$ cat src/rtl/gen_gamma_decoder.sv
// rtl/gen_gamma_decoder.sv - gamma (keystream) decoder with sequence-number sync check
// Regenerates the coder's LFSR gamma and recovers id = md - gamma per accepted word.
module gen_gamma_decoder #(
   parameter int SIZE = 8,
   parameter logic [SIZE-1:0] POLY = 8'hB8
) (
   input  logic            clk,
   input  logic            rst,
   input  logic            set0,
   input  logic            set1,
   input  logic [SIZE-1:0] key,
   input  logic            md_valid,
   input  logic [SIZE:0]   md,
   input  logic [SIZE-1:0] nk,
   output logic [SIZE-1:0] id,
   output logic            id_valid,
   output logic            err_range,
   output logic            err_seq,
   output logic [1:0]      state_o
);

   typedef enum logic [1:0] {
      IDLE  = 2'b00,
      ARMED = 2'b01,
      RUN   = 2'b10,
      ERR   = 2'b11
   } state_t;

   localparam logic [SIZE-1:0] ONE = 1;

   state_t          state;
   logic [SIZE-1:0] lfsr;
   logic [SIZE-1:0] cnt;
   logic [SIZE:0]   diff;
   logic [SIZE-1:0] lfsr_next;

   assign diff      = md - {1'b0, lfsr};
   assign lfsr_next = lfsr[0] ? ((lfsr >> 1) ^ POLY) : (lfsr >> 1);
   assign state_o   = state;

   always_ff @(posedge clk or posedge rst) begin
      if (rst) begin
         state     <= IDLE;
         lfsr      <= ONE;
         cnt       <= '0;
         id        <= '0;
         id_valid  <= 1'b0;
         err_range <= 1'b0;
         err_seq   <= 1'b0;
      end else begin
         id_valid <= 1'b0;
         if (set0) begin
            // an all-zero seed would freeze the LFSR, so it is forced to 1
            lfsr    <= (key == '0) ? ONE : key;
            cnt     <= '0;
            err_seq <= 1'b0;
            state   <= ARMED;
         end else begin
            case (state)
               IDLE: ;
               ARMED: begin
                  if (set1)
                     state <= RUN;
               end
               RUN: begin
                  if (!set1) begin
                     state <= ARMED;
                  end else if (md_valid) begin
                     if (nk == cnt) begin
                        id        <= diff[SIZE-1:0];
                        err_range <= diff[SIZE];
                        id_valid  <= 1'b1;
                        lfsr      <= lfsr_next;
                        cnt       <= cnt + ONE;
                     end else begin
                        err_seq <= 1'b1;
                        state   <= ERR;
                     end
                  end
               end
               ERR: ;
               default: state <= IDLE;
            endcase
         end
      end
   end

endmodule

$ cat config.mk
export PLATFORM = sky130hd
export DESIGN_NAME = gen_gamma_decoder
export DESIGN_NICKNAME = d
export VERILOG_FILES = /design/src/rtl/gen_gamma_decoder.sv
export SDC_FILE = /design/constraint.sdc
export NUM_CORES = 1
export LEC_CHECK = 0
export CAP_MARGIN = 20
export CORE_MARGIN = 2
export CORE_UTILIZATION = 30
export CTS_BUF_LIST = sky130_fd_sc_hd__clkbuf_4 sky130_fd_sc_hd__clkbuf_8
export CTS_CLUSTER_DIAMETER = 40
export DETAILED_ROUTE_END_ITERATION = 6
export GPL_ROUTABILITY_DRIVEN = 0
export PLACE_DENSITY = 0.58
export REMOVE_ABC_BUFFERS = 1
export SETUP_SLACK_MARGIN = 0.15
export SYNTH_ARGS = -nofsm -noshare
export SYNTH_HDL_FRONTEND = slang
export SYNTH_SLANG_ARGS = --single-unit
$ cat constraint.sdc
create_clock -name clk -period 2.85 [get_ports clk]
set_input_delay 0.4275 -clock clk [delete_from_list [all_inputs] [get_ports clk]]
set_output_delay 0.4275 -clock clk [all_outputs]
set_load 0.02 [all_outputs]
==> out/summary.md <==
After layout, the worst path uses 77.65% of the clock period. On the worst path, the slowest cell contributes a delay of 0.53 ns. The chip width is 82.41 microns. The fraction of final layout cells with drive strength greater than 1 is 8.714%, and the final wirelength is 3922 microns. The starting density of the core is 31.15%. In this run the critical register-to-register path is launched from cnt[2]. The total buffers and inverters traversed by the critical path works out to 1. The worst setup path is of the in2reg kind. The count of nets left with antenna violations once routing finished came out at 0. For the worst setup path, the data required time is 3.01 ns. The logs give 1413 for the via count of the first global-routing pass and 28 for the number of core rows.

The tools report the cts-stage hold buffer count as 0. Across the VDD grid, the largest voltage drop is 0.0001391 V. Leaving out fill and tap cells, the most frequent cells in the layout are sky130_fd_sc_hd__clkdlybuf4s50_1, sky130_fd_sc_hd__dfrtp_1, sky130_fd_sc_hd__o21ai_0. Yosys printed 0 warnings. The tools report the number of buffers added for setup after CTS as 0. Of the synthesized area, sequential elements account for 39.42%. The die boundary height is 82.41 microns. The depth of the most critical reg-to-reg path works out to 5.

On the final layout, the worst clock skew is 0.004783 ns. The filler-free cell count of the finished design was 316; the power density relative to cell area was 402.1 nW/um^2. The number of flops mapped to enable cells by yosys was 0; the number of detailed-route iterations in the first pass was 4. STA classifies the critical path startpoint as an input pin. Sorting the synthesized cells by area gives the leading types as sky130_fd_sc_hd__dfrtp_1, sky130_fd_sc_hd__o21ai_0, sky130_fd_sc_hd__ha_1, sky130_fd_sc_hd__xor2_1, sky130_fd_sc_hd__mux2i_1. The first global-routing pass estimated 6472 microns of wire. The leakage power is 1.107 nW, and the post-cts repair resize count is 0. The number of slew-limit violations in the final report is 0, and the final instance area is 2449 sq um.

The number of antenna violations at the first check in global routing is 0, and the mean routed wirelength per cell is 12.41 microns. The repair_antennas step left the layout with diodes totalling 0. For the final-report setup violation count, the log shows 0. The total overflow left after global routing is 0.

The net count of the finished layout is 280, and the H-tree level count is 2. Global routing consumed, over all layers together, 12.52% of the routing resources. The number of instances in the synthesized netlist is 192, and the max-capacitance violation count is 0. Summing all placed instances gives a cell area of 2362 sq um.

The tightest min-delay check is of the reg2reg type. Detailed placer's ending HPWL: 2999 microns. The worst setup path is captured at a register. In this run the number of cells on the critical path is 6. After the first detailed-routing iteration, the DRC count stood at 80. At the pin with the least slew margin, the transition time is 0.4840 ns. The design draws 0.9846 mW. After synthesis the netlist holds a flip-flop and latch count of 29. The most used flip-flop cell after synthesis is sky130_fd_sc_hd__dfrtp_1. The flow ran to the end, and the final reports show no timing, DRC or antenna violations. The combined area of all synthesized cells is 1844 sq um, and the shortest period the worst path allows is 2.213 ns. Cells fill 41.36% of the core in the end.

The fmax is 0.4519 GHz. The largest total area in the synthesized netlist belongs to sky130_fd_sc_hd__dfrtp_1. The critical path ends at lfsr[6]. After routing, the total negative slack on setup checks comes to 0 ns.

The die covers 6791 sq um. The clock slew seen by the registers of the worst setup and hold paths is 0.06 ns. Compared with the post-synthesis result, the final layout area differs by 32.77%. The logs give 308 for the cell count after placement and 29 for the count of clock tree sinks.

Clock latency on the worst-skew pair, taken at its later pin, is 0.28 ns. TritonCTS built the clock tree. The largest individual stage delay along the critical path comes from the cell sky130_fd_sc_hd__and4b_2. The detailed-route via count came out at 1513.

The worst register-to-register path ends at lfsr[6]. Entering global routing, the biggest net connects 30 pins. Counting along the longest clock path gives a buffer depth of 2. Number of design rule violations left after detail routing: 0.

Summed over its instances, the top area cell type makes up 37.99% of the synthesized netlist area. The number of top-level pins came out at 43. Setup repair after global routing left no endpoint under its margin. For flop-to-flop paths, the worst setup slack is 0.75 ns. The floorplan step defined a core boundary enclosing 5921 sq um. Using the TritonRoute via totals, the vias-per-cell ratio works out to 4.788.

Buffers inserted during clock tree synthesis total 5. The worst pin sits at a relative slew slack of 67.61%. The count of final hold-check violations is 0, and the maximum fanout count along the critical path is 10. The synthesized area per cell was 9.606 sq um.

The critical path startpoint was nk[7]. The count of buffers added on input and output ports is 42. Leaving out fill and tap cells, the most frequent cell in the layout is sky130_fd_sc_hd__clkdlybuf4s50_1. The proportion of synthesized flip-flops having asynchronous set or reset was 100.0%; the signal arrival time at the worst endpoint was 2.37 ns. Traced cell by cell, the critical path runs through clkdlybuf4s50_1, xor2_1, nor4_4, and4b_2, mux2i_1, o21ai_0.

CTS placed an instance of sky130_fd_sc_hd__clkbuf_8 at the clock tree root. The tools report the number of library cell types mapped by synthesis as 42. The family with the most delay on the worst path is simple AND/OR/NAND/NOR gates.
-- how the worst min path moves through the flow --
| stage | from | end | slack (ns) | cells past startpoint |
|---|---|---|---|---|
| global route | id[4] | id[4] | 0.49 | 1 |
| finish | id[1] | id[1] | 0.48 | 2 |
| CTS | id[1] | id[1] | 0.48 | 2 |
| detailed placement | id[1] | id[1] | 0.47 | 2 |
| global placement | id[2] | id[2] | 0.46 | 2 |
| floorplan | set0 | cnt[3] | 0.49 | 1 |
-- registers in the layout, summed over array words and instances (netlist names) --
name / count
lfsr: 8
id: 8
cnt: 8
err_seq: 1
state_o: 2
id_valid: 1
err_range: 1
-- worst reg2reg max path: stages, from the launching register on --
cell and delay [ns]:
sky130_fd_sc_hd__dfrtp_1 0.46, sky130_fd_sc_hd__xor2_1 0.22, sky130_fd_sc_hd__nor4_4 0.42, sky130_fd_sc_hd__and4b_2 0.53
sky130_fd_sc_hd__mux2i_1 0.27, sky130_fd_sc_hd__o21ai_0 0.09
-- cell families (layout without fill, tap and decap cells) --
kind of cell | count (synthesis) | count (layout) | synth area share, %
and+or+nand+nor | 60 | 60 | 19.34
AOI/OAI and AO/OA | 51 | 51 | 17.50
DFF | 29 | 29 | 39.42
buffers and inverters | 17 | 66 | 3.867
xor gates and xnor gates | 14 | 14 | 6.649
muxes | 11 | 11 | 6.038
adders and majority gates | 10 | 10 | 7.191
-- per-stage QoR --
stage,setup WS (ns),hold WS [ns]
6_report,0.6371,0.4751
2_1_floorplan,0.9745,0.4906
4_1_cts,0.6229,0.4849
3_5_place_dp,0.3539,0.4701
5_1_grt,0.5166,0.4899
3_3_place_gp,0.3874,0.4613
-- area by class of cell --
cell class                 instances  area [sq um]
fill                             601          3472
multi-input combinational        146          1046
sequential                        29         726.9
timing repair buffer              46         450.4
tap                               75         93.84
clock buffer                       6         76.32
inverter                          12         45.04
clock inverter                     2         10.01
-- report_power, final --
part / internal (mW) / switching (mW) / total (mW)
clock: 0.178 / 0.157 / 0.336
combinational: 0.107 / 0.100 / 0.207
sequential: 0.426 / 0.0159 / 0.442
total: 0.711 / 0.274 / 0.985
-- cell usage after synthesis, drive strengths merged (2+ instances only) --
cell type and count:
dfrtp 28, nand2 21, xor2 12, nor3 4, nor4 2, nand3 2, ha 9, o31ai 3
nor2b 5, o31a 2, nor2 11, or4 5, nand4b 2, a211oi 3, a21oi 3, xnor2 2
a21o 4, clkbuf 4, inv 12, mux2i 10, nand4 3, o21a 6, o21ai 24
-- layer usage --
layer,routed length [microns],vias to the layer above,GRT usage [%]
li1,-,785,-
met1,1883,687,17.15
met2,1773,34,18.87
met3,178,7,2.826
met4,86,0,5.333
met5,0,-,0
(Power assumes the default switching activity.)
